$ cat config.mk
export PLATFORM = sky130hd
export DESIGN_NAME = decode_issue
export DESIGN_NICKNAME = d
export VERILOG_FILES = /design/src/rtl/cpu_pkg.sv /design/src/rtl/imm_gen.sv /design/src/rtl/decode_issue.sv
export SDC_FILE = /design/constraint.sdc
export NUM_CORES = 1
export LEC_CHECK = 0
export BUFFER_PORTS_ARGS = -buffer_cell sky130_fd_sc_hd__buf_2
export CORE_MARGIN = 3
export CORE_UTILIZATION = 51
export DETAILED_ROUTE_END_ITERATION = 12
export MAX_ROUTING_LAYER = met4
export PLACE_DENSITY = 0.82
export SYNTH_ARGS = -nofsm -noshare
export SYNTH_HDL_FRONTEND = slang
export SYNTH_SLANG_ARGS = --single-unit
$ cat constraint.sdc
create_clock -name clk -period 3.1 [get_ports clk]
set_input_delay 0.155 -clock clk [delete_from_list [all_inputs] [get_ports clk]]
set_output_delay 0.155 -clock clk [all_outputs]
set_load 0.1 [all_outputs]
$ cat src/rtl/cpu_pkg.sv
// Shared RV32I decode definitions: opcode constants, immediate formats and the
// per-opcode control classification used by the decode/issue stage.
package cpu_pkg;

    localparam int XLEN = 32;

    localparam logic [6:0] OP_LUI    = 7'b0110111;
    localparam logic [6:0] OP_AUIPC  = 7'b0010111;
    localparam logic [6:0] OP_JAL    = 7'b1101111;
    localparam logic [6:0] OP_JALR   = 7'b1100111;
    localparam logic [6:0] OP_BRANCH = 7'b1100011;
    localparam logic [6:0] OP_LOAD   = 7'b0000011;
    localparam logic [6:0] OP_STORE  = 7'b0100011;
    localparam logic [6:0] OP_IMM    = 7'b0010011;
    localparam logic [6:0] OP_REG    = 7'b0110011;

    typedef enum logic [2:0] {
        IMM_I,
        IMM_S,
        IMM_B,
        IMM_U,
        IMM_J,
        IMM_NONE
    } imm_fmt_e;

    typedef struct packed {
        logic     rs1Used;
        logic     rs2Used;
        logic     rdWen;
        imm_fmt_e immFmt;
    } dec_ctrl_t;

    // Unknown opcodes fall through as NOPs: no reads, no write, zero immediate.
    function automatic dec_ctrl_t decodeCtrl(input logic [6:0] opcode, input logic [4:0] rd);
        dec_ctrl_t c;
        c.rs1Used = 1'b0;
        c.rs2Used = 1'b0;
        c.rdWen   = 1'b0;
        c.immFmt  = IMM_NONE;
        case (opcode)
            OP_LUI, OP_AUIPC: begin
                c.rdWen  = 1'b1;
                c.immFmt = IMM_U;
            end
            OP_JAL: begin
                c.rdWen  = 1'b1;
                c.immFmt = IMM_J;
            end
            OP_JALR, OP_LOAD, OP_IMM: begin
                c.rs1Used = 1'b1;
                c.rdWen   = 1'b1;
                c.immFmt  = IMM_I;
            end
            OP_BRANCH: begin
                c.rs1Used = 1'b1;
                c.rs2Used = 1'b1;
                c.immFmt  = IMM_B;
            end
            OP_STORE: begin
                c.rs1Used = 1'b1;
                c.rs2Used = 1'b1;
                c.immFmt  = IMM_S;
            end
            OP_REG: begin
                c.rs1Used = 1'b1;
                c.rs2Used = 1'b1;
                c.rdWen   = 1'b1;
            end
            default: ;
        endcase
        if (rd == 5'd0) begin
            c.rdWen = 1'b0;
        end
        return c;
    endfunction

endpackage

$ cat src/rtl/imm_gen.sv
// Combinational RV32I immediate generator; the 32-bit immediate is
// sign-extended to XLEN. Opcode bits are not needed, so only [31:7] come in.
module imm_gen
    import cpu_pkg::*;
#(
    parameter int XLEN = cpu_pkg::XLEN
) (
    input  logic [31:7]     instr_i,
    input  imm_fmt_e        fmt_i,
    output logic [XLEN-1:0] imm_o
);

    logic [31:0] imm32;

    always_comb begin
        imm32 = '0;
        case (fmt_i)
            IMM_I: imm32 = {{20{instr_i[31]}}, instr_i[31:20]};
            IMM_S: imm32 = {{20{instr_i[31]}}, instr_i[31:25], instr_i[11:7]};
            IMM_B: imm32 = {{19{instr_i[31]}}, instr_i[31], instr_i[7],
                            instr_i[30:25], instr_i[11:8], 1'b0};
            IMM_U: imm32 = {instr_i[31:12], 12'b0};
            IMM_J: imm32 = {{11{instr_i[31]}}, instr_i[31], instr_i[19:12],
                            instr_i[20], instr_i[30:21], 1'b0};
            default: imm32 = '0;
        endcase
        imm_o = XLEN'(signed'(imm32));
    end

endmodule

$ cat src/rtl/decode_issue.sv
// RV32I decode/issue stage: decode, operand read, busy-bit scoreboard and the
// ID/EX register. Define WB_BYPASS_EN to forward writeback data into issue.
module decode_issue
    import cpu_pkg::*;
#(
    parameter int XLEN = cpu_pkg::XLEN
) (
    input  logic            clk,
    input  logic            rst,
    input  logic            if_valid,
    output logic            if_ready,
    input  logic [31:0]     if_instr,
    input  logic [XLEN-1:0] if_pc,
    output logic            rf_rd_en1,
    output logic            rf_rd_en2,
    output logic [4:0]      rf_rd_addr1,
    output logic [4:0]      rf_rd_addr2,
    input  logic [XLEN-1:0] rf_rd_data1,
    input  logic [XLEN-1:0] rf_rd_data2,
    input  logic            wb_en,
    input  logic [4:0]      wb_addr,
    input  logic [XLEN-1:0] wb_data,
    input  logic            flush,
    output logic            ex_valid,
    input  logic            ex_ready,
    output logic [XLEN-1:0] ex_pc,
    output logic [XLEN-1:0] ex_op_a,
    output logic [XLEN-1:0] ex_op_b,
    output logic [XLEN-1:0] ex_imm,
    output logic [4:0]      ex_rd,
    output logic            ex_rd_wen,
    output logic [6:0]      ex_opcode,
    output logic [2:0]      ex_funct3,
    output logic            ex_funct7b5
);

    logic [6:0]      opcode;
    logic [4:0]      rd;
    logic [4:0]      rs1;
    logic [4:0]      rs2;
    dec_ctrl_t       ctrl;
    logic [XLEN-1:0] imm;

    logic [31:0]     busy_q, busy_d;

    logic            exValid_q, exValid_d;
    logic [XLEN-1:0] exPc_q, exPc_d;
    logic [XLEN-1:0] exOpA_q, exOpA_d;
    logic [XLEN-1:0] exOpB_q, exOpB_d;
    logic [XLEN-1:0] exImm_q, exImm_d;
    logic [4:0]      exRd_q, exRd_d;
    logic            exRdWen_q, exRdWen_d;
    logic [6:0]      exOpcode_q, exOpcode_d;
    logic [2:0]      exFunct3_q, exFunct3_d;
    logic            exFunct7b5_q, exFunct7b5_d;

    logic            byp1, byp2;
    logic            hazard;
    logic            stageFree;
    logic            ready;
    logic            issue;
    logic [XLEN-1:0] opA, opB;

    assign opcode = if_instr[6:0];
    assign rd     = if_instr[11:7];
    assign rs1    = if_instr[19:15];
    assign rs2    = if_instr[24:20];
    assign ctrl   = decodeCtrl(opcode, rd);

    imm_gen #(
        .XLEN (XLEN)
    ) u_imm_gen (
        .instr_i (if_instr[31:7]),
        .fmt_i   (ctrl.immFmt),
        .imm_o   (imm)
    );

`ifdef WB_BYPASS_EN
    // A register being written this cycle is ready: take its value straight from writeback.
    assign byp1 = wb_en && (wb_addr == rs1) && (rs1 != 5'd0);
    assign byp2 = wb_en && (wb_addr == rs2) && (rs2 != 5'd0);
`else
    assign byp1 = 1'b0;
    assign byp2 = 1'b0;
`endif

    assign hazard = if_valid &&
                    ((ctrl.rs1Used && busy_q[rs1] && !byp1) ||
                     (ctrl.rs2Used && busy_q[rs2] && !byp2) ||
                     (ctrl.rdWen   && busy_q[rd]));

    assign stageFree = !exValid_q || ex_ready;
    assign ready     = !hazard && !flush && stageFree;
    assign issue     = if_valid && ready;
    assign if_ready  = ready;

    assign rf_rd_en1   = if_valid && ctrl.rs1Used;
    assign rf_rd_en2   = if_valid && ctrl.rs2Used;
    assign rf_rd_addr1 = ctrl.rs1Used ? rs1 : 5'd0;
    assign rf_rd_addr2 = ctrl.rs2Used ? rs2 : 5'd0;

    assign opA = byp1 ? wb_data : rf_rd_data1;
    assign opB = byp2 ? wb_data : rf_rd_data2;

    // Busy updates apply clears first so that a same-cycle set of the same register wins.
    always_comb begin
        busy_d       = busy_q;
        exValid_d    = exValid_q;
        exPc_d       = exPc_q;
        exOpA_d      = exOpA_q;
        exOpB_d      = exOpB_q;
        exImm_d      = exImm_q;
        exRd_d       = exRd_q;
        exRdWen_d    = exRdWen_q;
        exOpcode_d   = exOpcode_q;
        exFunct3_d   = exFunct3_q;
        exFunct7b5_d = exFunct7b5_q;

        if (wb_en && (wb_addr != 5'd0)) begin
            busy_d[wb_addr] = 1'b0;
        end
        if (flush && exValid_q && exRdWen_q) begin
            busy_d[exRd_q] = 1'b0;
        end

        if (issue) begin
            exValid_d    = 1'b1;
            exPc_d       = if_pc;
            exOpA_d      = opA;
            exOpB_d      = opB;
            exImm_d      = imm;
            exRd_d       = rd;
            exRdWen_d    = ctrl.rdWen;
            exOpcode_d   = opcode;
            exFunct3_d   = if_instr[14:12];
            exFunct7b5_d = if_instr[30];
            if (ctrl.rdWen) begin
                busy_d[rd] = 1'b1;
            end
        end else if (flush) begin
            exValid_d = 1'b0;
        end else if (exValid_q && ex_ready) begin
            exValid_d = 1'b0;
        end

        busy_d[0] = 1'b0;
    end

    always_ff @(posedge clk) begin
        if (rst) begin
            busy_q       <= '0;
            exValid_q    <= 1'b0;
            exPc_q       <= '0;
            exOpA_q      <= '0;
            exOpB_q      <= '0;
            exImm_q      <= '0;
            exRd_q       <= '0;
            exRdWen_q    <= 1'b0;
            exOpcode_q   <= '0;
            exFunct3_q   <= '0;
            exFunct7b5_q <= 1'b0;
        end else begin
            busy_q       <= busy_d;
            exValid_q    <= exValid_d;
            exPc_q       <= exPc_d;
            exOpA_q      <= exOpA_d;
            exOpB_q      <= exOpB_d;
            exImm_q      <= exImm_d;
            exRd_q       <= exRd_d;
            exRdWen_q    <= exRdWen_d;
            exOpcode_q   <= exOpcode_d;
            exFunct3_q   <= exFunct3_d;
            exFunct7b5_q <= exFunct7b5_d;
        end
    end

    assign ex_valid    = exValid_q;
    assign ex_pc       = exPc_q;
    assign ex_op_a     = exOpA_q;
    assign ex_op_b     = exOpB_q;
    assign ex_imm      = exImm_q;
    assign ex_rd       = exRd_q;
    assign ex_rd_wen   = exRdWen_q;
    assign ex_opcode   = exOpcode_q;
    assign ex_funct3   = exFunct3_q;
    assign ex_funct7b5 = exFunct7b5_q;

endmodule

==> key figures, run 1 <==
Synth
  • Syn. warnings: 0
  • Most common flop cell mapped by yosys: dfxtp_1
  • Register bit count reported by yosys: approximately 180
  • Post-synth top area share: around two fifths
  • Synth Net Count: 1204
  • Post-synth EDFFs: 0
  • Post-synthesis cell area: a little over 0.009 mm2
  • Top post-synthesis cells by count: dfxtp_1, a21oi_1, o31ai_1
  • Post-Synthesis Cells: around 1000
  • Distinct cells, synth: 63
  • Count leader, synth: dfxtp_1
  • Post-synth top area cell: dfxtp_1
  • Dominant cells by area after synthesis: dfxtp_1, o31ai_1, nand4_1, a21oi_1, mux4_2
  • Async SR Flop Fraction: 0%
  • Sequential area share after synthesis: between 30% and 40%
  • Avg Cell Area, Syn: roughly 9 um2

Worst setup path
  • Worst path depth: 7
  • Critical path data arrival time: around 3300 ps
  • R2R Path Start: busy_q[27]$_SDFF_PP0_
  • Top cell family by delay on the critical path: compound AO/OA/AOI/OAI gates
  • Crit-path max FO: 55
  • Crit path buf inv count: 1
  • CP required: 3440 ps
  • Reg2reg setup slack: 180 ps
  • Worst R2R End: ex_op_b[23]$_SDFFE_PP0N_
  • Cell depth of the worst flop-to-flop path: 7
  • Crit Path Class: flop to flop
  • CP startpoint kind: flop
  • Worst Setup End Kind: flop
  • Slowest cell on crit path: nor3_1
  • Slowest stage delay, CP: 650 ps
  • Cell Chain, Critical Path: mux4_2, o22ai_1, nor3_1, a41o_4, buf_4, o31ai_1, a21oi_1

Route
  • DRC Markers: 0
  • Post-DR wirelength/cell: ~22 um
  • Post-route ant nets: 0
  • Vias: around 10000
  • Post-Route WL: around 35 mm
  • Initial DRC Count: approximately 1300
  • DR vias/cell: approximately 6.6
  • DR pass1 iterations: 5

GRT
  • GR Util met3: under 10%
  • GRT overflow: 0
  • Initial antenna violation count: 0
  • Met1 usage: 43.0%
  • M2 GR Usage: ~54%
  • First-pass GRT wire length: ~54 mm
  • Largest net degree at the start of global routing: roughly 110
  • Vias in the first global route: ~10000
  • GR peak layer: met2
  • Total track usage: 34.7%

CTS
  • Max Root-Sink Buffers: 2
  • Cts bufs inserted: 17
  • CTS tree: done
  • Post-CTS Setup Repair Bufs: 0
  • Worst-Skew Late Latency: 440 ps
  • Root buffer cell: clkbuf_16
  • Clock sink count: about 180
  • CTS H-tree lvls: 4
  • Clock transition at the registers of the reported paths: 80 ps

STA
  • Worst-Margin Slew: 1220 ps
  • Relative slew slack: around 18%
  • Fin crit share: between 90% and 100%
  • Setup TNS: 0 ps
  • Minimum clock period: roughly 2900 ps
  • Final setup viols: 0
  • Worst Skew: around 18 ps
  • Fin. max-slew vios: 0
  • Max frequency: ~340 MHz
  • Fin worst setup slack: between 150 and 200 ps
  • Hold Vio Cnt, Final: 0
  • RSZ-0062 raised after global routing: no

Die
  • DIE WIDTH: 141 um
  • Initial Util: between 50% and 60%
  • Core Area: approximately 0.018 mm2
  • Die area: ~0.02 mm2
  • I/O pins: between 300 and 400
  • Die Ht: ~140 um
  • Site Rows: 48

Place
  • Pre-CTS setup slack: 132 ps
  • Final GP Congestion: around 0.95
  • PortBufs: between 200 and 300
  • Post-DP HPWL: around 21 mm

Cells and area
  • Reg area: ~0.0035 mm2
  • Fillers: 1282
  • Multi-input gate area: a little over 0.005 mm2
  • Share of layout cells above drive strength 1: 29.1%
  • Area Overhead vs Synth: 32.5%
  • Fin nets: between 1500 and 2000

Worst hold path
  • Hold Path End: ex_opcode[2]$_SDFFE_PP0N_
  • Hold path start: if_instr[2]
  • Hold crit path type: primary input to flop
  • Hold depth: 3

Run
  • Max-cap violation count: 0

Power
  • Maximum vdd drop: between 0.0004 and 0.0005 V
  • P per Cell Area: approximately 470 mW/mm2
  • P_leak: roughly 5.1 nW

Outcome
  • Run status: finished clean
## through the flow
step                util [%]  total power, mW  hold WS (ps)  instances  instance area, um2
global placement        61.2             3.53           411       1453               10700
CTS                     69.9             5.78          2.20       1578               12300
global route            69.9             5.96          12.6       1578               12300
finish                  69.9             5.80          9.31       1579               12300
detailed placement      61.2             3.54           416       1453               10700
floorplan                  -             3.27           294       1033                9260
## flip-flops by register name (all words and copies together) (netlist names)
| name | flops |
|---|---|
| ex_pc | 32 |
| ex_funct7b5 | 1 |
| ex_opcode | 7 |
| busy_q | 31 |
| ex_op_a | 32 |
| ex_valid | 1 |
| ex_op_b | 32 |
| ex_rd | 5 |
| ex_rd_wen | 1 |
| ex_funct3 | 3 |
| ex_imm | 32 |
## tightest hold or removal path: cells and delay by family
kind | cells | cell delay (ps)
compound gates | 1 | 50
buf+inv | 1 | 130
simple gates | 1 | 70
## area by class of cell
class | instances | area share (%)
diodes | 1 | 0.0204
repair buffers | 415 | 21.7
clock inverters | 11 | 0.980
clock buffers | 21 | 3.84
well taps | 225 | 2.30
flip-flops and latches | 177 | 28.9
multi-input cells | 721 | 42.0
inverters | 8 | 0.245
## worst max path at each step
| stage | to | slack [ps] | startpoint |
|---|---|---|---|
| after floorplan | if_ready | 230 | if_instr[17] |
| after global placement | ex_op_a[15]$_SDFFE_PP0N_ | 240 | if_instr[8] |
| after detailed placement | ex_op_a[12]$_SDFFE_PP0N_ | 130 | if_instr[8] |
| after CTS | ex_op_a[12]$_SDFFE_PP0N_ | 340 | busy_q[26]$_SDFF_PP0_ |
| after global routing | ex_op_b[21]$_SDFFE_PP0N_ | 70 | busy_q[23]$_SDFF_PP0_ |
| final | ex_op_b[23]$_SDFFE_PP0N_ | 180 | busy_q[27]$_SDFF_PP0_ |
## power breakdown
group	switching [mW]	leakage, nW	internal [mW]
registers	0.0478	1.44	2.34
clock network	0.982	0.284	1.19
logic	0.911	3.37	0.320
## cell usage in the layout, fill, tap and decap left out, drive strengths merged, types with 3 or more instances in the layout
cell type	Yosys	routed
buf	63	322
dfxtp	177	177
a21oi	139	139
o31ai	136	136
nand4	114	114
dlygate4sd3	0	93
nor2b	58	58
nand2	31	31
o221ai	30	30
mux2	24	24
nor2	23	23
mux2i	22	22
clkbuf	64	21
mux4	19	19
o21ai	18	18
nand2b	13	13
nand3b	13	13
nand3	11	11
inv	7	11
and2	6	6
o41ai	6	6
a22o	6	6
or4	5	5
clkinv	1	5
nor3	4	4
nor3b	4	4
or3b	4	4
a211oi	4	4
or3	3	3
or2	3	3
## cells by family (layout without fill, tap and decap cells)
| group | count (synthesis) | in the layout | synth area share (%) |
|---|---|---|---|
| flip-flops | 177 | 177 | 38.3 |
| AND/OR/NAND/NOR | 299 | 299 | 19.4 |
| other | 0 | 1 | 0 |
| buffers and inverters | 135 | 455 | 6.49 |
| AO/OA/AOI/OAI | 357 | 357 | 25.9 |
| multiplexers | 65 | 65 | 9.93 |
## repair_timing
action | CTS | global route
hold endpoints to repair | 93 | 0
gates resized for setup | 0 | 0
hold buffers | 93 | 0
## layer usage
metal	vias up	part of all wire, %
li1	4629	-
met1	4939	38
met2	740	47
met3	182	9.1
met4	0	5.6
met5	-	0
No activity file was read; power rests on OpenSTA's default activity.
==> inputs of run 2 (changes only) <==
- CELL_PAD_IN_SITES_DETAIL_PLACEMENT: default -> 1
- CELL_PAD_IN_SITES_GLOBAL_PLACEMENT: default -> 1
- CORE_UTILIZATION: 51 -> 37
- PLACE_DENSITY: 0.82 -> default
- PLACE_DENSITY_LB_ADDON: default -> 0.1
==> key figures, run 2 (same netlist as run 1, synthesis figures left out) <==
STA
  • Minimum clock period: approximately 2800 ps
  • Final setup viols: 0
  • Max frequency: ~350 MHz
  • Worst-Margin Slew: 717 ps
  • Setup TNS: 0 ps
  • Relative slew slack: a little over half
  • Worst Skew: between 15 and 20 ps
  • Fin. max-slew vios: 0
  • Hold Vio Cnt, Final: 0
  • Hold_ws: ~23 ps
  • Fin crit share: about nine tenths
  • RSZ-0062 raised after global routing: no

CTS
  • Clock transition at the registers of the reported paths: 70 ps
  • CTS H-tree lvls: 4
  • Root buffer cell: clkbuf_16
  • Clock sink count: ~180
  • Post-CTS Setup Repair Bufs: 0
  • Hold_buf cts: a little over 100
  • CTS tree: done
  • Cts bufs inserted: 17
  • Max Root-Sink Buffers: 2
  • Worst-Skew Late Latency: around 440 ps
  • Post-cts sizing count: 0

Power
  • Psw: 2.03 mW
  • P per Cell Area: about 460 mW/mm2
  • P_leak: just over 5 nW
  • Seq pwr share: 40.8%
  • Switching share of power: 34.7%
  • Clock Power Share: 38.0%
  • P_int: between 3 and 4 mW
  • Maximum vdd drop: 0.000263 V
  • Comb pwr share: between 20% and 30%

GRT
  • Vias in the first global route: approximately 10000
  • Total track usage: about 28%
  • Largest net degree at the start of global routing: around 110
  • First-pass GRT wire length: 58.6 mm
  • GRT overflow: 0
  • Initial antenna violation count: 4

Route
  • DR pass1 iterations: 5
  • Initial DRC Count: between 700 and 800
  • DR vias/cell: 5.96
  • DRC Markers: 0
  • Post-Route WL: ~38 mm
  • Vias: slightly above 10000
  • Post-DR wirelength/cell: around 22 um
  • Post-route ant nets: 0

Worst setup path
  • Critical path data arrival time: 2670 ps
  • Worst Setup End Kind: output port
  • Worst R2R End: ex_op_a[16]$_SDFFE_PP0N_
  • CP required: approximately 3000 ps
  • Reg2reg setup slack: between 300 and 400 ps
  • CP startpoint kind: flop
  • Cell depth of the worst flop-to-flop path: 7
  • Crit-path max FO: 23
  • Crit Path Class: flop to output port
  • R2R Path Start: busy_q[23]$_SDFF_PP0_

Die
  • Initial Util: about 38%
  • DIE WIDTH: approximately 160 um
  • Die area: between 0.02 and 0.03 mm2
  • I/O pins: 330
  • Core Area: roughly 0.024 mm2
  • Site Rows: 57
  • Die Ht: 164 um

Cells and area
  • Most common cell after layout, fill and taps aside: buf_2
  • Area Overhead vs Synth: 36.2%
  • Most frequent cells in the layout: buf_2, dfxtp_1, a21oi_1
  • Share of layout cells above drive strength 1: between 20 and 30%
  • Fin nets: ~1500

Outcome
  • Run status: finished clean

Worst hold path
  • Hold path start: if_instr[1]
  • Hold depth: 3
  • Hold crit path type: primary input to flop
  • Hold Path End: ex_opcode[1]$_SDFFE_PP0N_

Run
  • Max-cap violation count: 0

Place
  • PortBufs: 297
  • Post-DP HPWL: between 20 and 25 mm
  • Final GP Congestion: a little over 0.8
## run 2: cell types whose count changed in the layout (fill, tap and decap cells not counted), sizes merged
cell,previous run,this run
dlygate4sd3,93,101
inv,11,12
clkbuf,21,17
clkinv,5,7
buf,322,329
diode,1,4
## run 2: per-layer routing
metal / track usage, % / part of all wire (%)
met1: 35.6 / 42
met5: - / 0
met3: 6.43 / 6.8
met2: 43.9 / 48
met4: 9.80 / 3.0
## run 2: per-stage QoR
step | instances | instance area, um2 | total power [mW] | utilization [%] | setup slack (ps)
floorplan | 1033 | 9260 | 3.27 | - | 226
global placement | 1559 | 11000 | 3.56 | 44.9 | 336
detailed placement | 1559 | 11000 | 3.57 | 44.9 | 318
CTS | 1691 | 12600 | 5.89 | 51.5 | 266
global route | 1695 | 12600 | 6.06 | 51.5 | 141
finish | 1695 | 12600 | 5.85 | 51.5 | 280
## run 2: worst max path at each step
stage,startpoint,cells past startpoint,slack (ps),to
2_1_floorplan,if_instr[17],9,230,if_ready
3_3_place_gp,if_instr[8],7,340,ex_imm[17]$_SDFFE_PP0N_
3_5_place_dp,if_instr[8],8,320,ex_op_b[30]$_SDFFE_PP0N_
4_1_cts,busy_q[7]$_SDFF_PP0_,7,270,if_ready
5_1_grt,if_instr[0],9,140,if_ready
6_report,busy_q[7]$_SDFF_PP0_,7,280,if_ready
## run 2: worst max-delay path, cell delays in order, from the launching register on
cell,delay [ps]
dfxtp_1,370
mux4_2,500
mux2i_1,160
mux2_2,240
o22a_4,370
nand3_1,140
a21boi_2,240
buf_12,200
## run 2: cell type report
cell class,count,area [um2]
timing repair buffer,430,2870
antenna,4,10.0
sequential,177,3540
fill,2897,11900
clock buffer,17,425
tap,324,405
clock inverter,14,169
inverter,8,30.0
multi-input combinational,721,5150
## run 2: power groups by stage
stage	Combinational (mW)	Sequential, mW	Clock [mW]
after floorplan	0.330	2.94	0
after global placement	1.12	2.44	0
after detailed placement	1.13	2.44	0
after CTS	1.24	2.39	2.26
after global routing	1.30	2.40	2.36
final	1.24	2.39	2.22
==> inputs of run 3 (changes only) <==
- CTS_CLUSTER_SIZE: default -> 28
- REMOVE_ABC_BUFFERS: default -> 1
==> key figures, run 3 (same netlist as run 1, synthesis figures left out) <==
Cells and area
  • Area Overhead vs Synth: 36.4%
  • Most frequent cells in the layout: buf_2, dfxtp_1, a21oi_1
  • Util after Layout: about 52%
  • Fin cells: ~1700
  • Fin nets: between 1500 and 2000
  • Most common cell after layout, fill and taps aside: buf_2
  • Share of layout cells above drive strength 1: about 30%

Route
  • DRC Markers: 0
  • DR vias/cell: approximately 6
  • DR pass1 iterations: 5
  • Vias: between 10000 and 15000
  • Initial DRC Count: 835
  • Post-route ant nets: 0
  • Post-DR wirelength/cell: approximately 22 um
  • Post-Route WL: roughly 38 mm

Power
  • Maximum vdd drop: between 0.0003 and 0.0004 V
  • PnR Total Power: 5.85 mW
  • P per Cell Area: ~460 mW/mm2
  • P_leak: between 5 and 6 nW

STA
  • Worst Skew: 16.3 ps
  • Final setup viols: 0
  • Fin crit share: 92.0%
  • Fin. max-slew vios: 0
  • RSZ-0062 raised after global routing: no
  • Relative slew slack: between 50% and 60%
  • Minimum clock period: 2850 ps
  • Max frequency: between 300 and 400 MHz
  • Hold Vio Cnt, Final: 0
  • Hold_ws: between 5 and 6 ps
  • Setup TNS: 0 ps
  • Worst-Margin Slew: 738 ps

Worst setup path
  • Crit Path Class: flop to output port
  • CP required: between 2000 and 3000 ps
  • CP startpoint kind: flop
  • Critical path data arrival time: ~2700 ps
  • Worst Setup End Kind: output port
  • Crit-path max FO: 5

GRT
  • First-pass GRT wire length: approximately 58 mm
  • Initial antenna violation count: 1
  • Vias in the first global route: about 10000
  • Total track usage: ~28%
  • GRT overflow: 0
  • Largest net degree at the start of global routing: between 100 and 150

CTS
  • Post-cts sizing count: 0
  • Max Root-Sink Buffers: 2
  • Root buffer cell: clkbuf_16
  • CTS H-tree lvls: 4
  • CTS tree: done
  • Cts bufs inserted: 17
  • Clock sink count: between 150 and 200
  • Worst-Skew Late Latency: 440 ps
  • Clock transition at the registers of the reported paths: approximately 70 ps

Die
  • Initial Util: between 30% and 40%
  • Site Rows: 57
  • Core Area: between 0.02 and 0.025 mm2
  • DIE WIDTH: roughly 160 um
  • Die area: ~0.027 mm2
  • I/O pins: 330
  • Die Ht: 164 um

Run
  • Max-cap violation count: 0

Place
  • Post-placement cell count: approximately 1600
  • Post-DP HPWL: 23.5 mm
  • Final GP Congestion: about 0.86
  • PortBufs: about 300

Outcome
  • Run status: finished clean

Worst hold path
  • Hold crit path type: primary input to flop
-- run 3: cell types whose count changed in the layout (fill, tap and decap cells not counted), sizes merged --
cell / previous run / this run
clkinv: 7 / 5
diode: 4 / 2
inv: 12 / 14
buf: 329 / 330
-- run 3: through the flow --
| step | cell area, um2 | setup slack (ps) |
|---|---|---|
| 6_report | 12600 | 247 |
| 5_1_grt | 12600 | 119 |
| 4_1_cts | 12600 | 90.3 |
| 3_5_place_dp | 11000 | 263 |
| 3_3_place_gp | 11000 | 304 |
| 2_1_floorplan | 8680 | -2040 |
-- run 3: what timing repair did --
item,in CTS,in global routing
endpoints found under the setup margin,0,1
setup buffers,0,2
hold endpoints to repair,101,0
hold buffers,101,0
-- run 3: critical path, cell delays in order (launching register included) --
cell and delay (ps):
dfxtp_1 360, mux4_2 480, mux2i_1 160, o32ai_1 170
a22oi_4 370, nand3_1 120, a21boi_1 370, buf_12 230
-- run 3: worst paths after layout --
path                                        startpoint                  endpoint  slack, ps  cells past startpoint
worst max-delay path             busy_q[15]$_SDFF_PP0_                  if_ready        250                      7
worst min-delay path                   rf_rd_data1[14]  ex_op_a[14]$_SDFFE_PP0N_          5                      3
worst max register to register   busy_q[26]$_SDFF_PP0_     ex_pc[0]$_SDFFE_PP0N_        400                      7
worst min register to register  ex_imm[9]$_SDFFE_PP0N_    ex_imm[9]$_SDFFE_PP0N_        470                      2
-- run 3: metal layers --
layer	up-vias	wire [um]	share of wire, %	GRT usage, %
li1	4663	-	-	-
met1	5006	16400	43	34.9
met2	344	18100	48	45.0
met3	81	1930	5.1	3.73
met4	0	1380	3.7	10.6
met5	-	0	0	-
-- run 3: power by group --
| part | switching, mW | internal [mW] | total [mW] |
|---|---|---|---|
| Combinational | 0.915 | 0.335 | 1.25 |
| Sequential | 0.0423 | 2.34 | 2.39 |
| Clock | 1.06 | 1.15 | 2.21 |
-- run 3: area by class of cell --
type                            count  area, um2
Clock buffer                       17        425
Timing Repair Buffer              431       2900
Tap cell                          324        405
Fill cell                        2871      11800
Multi-Input combinational cell    721       5150
Sequential cell                   177       3540
Inverter                            8       30.0
Clock inverter                     14        166
Antenna cell                        2       5.00
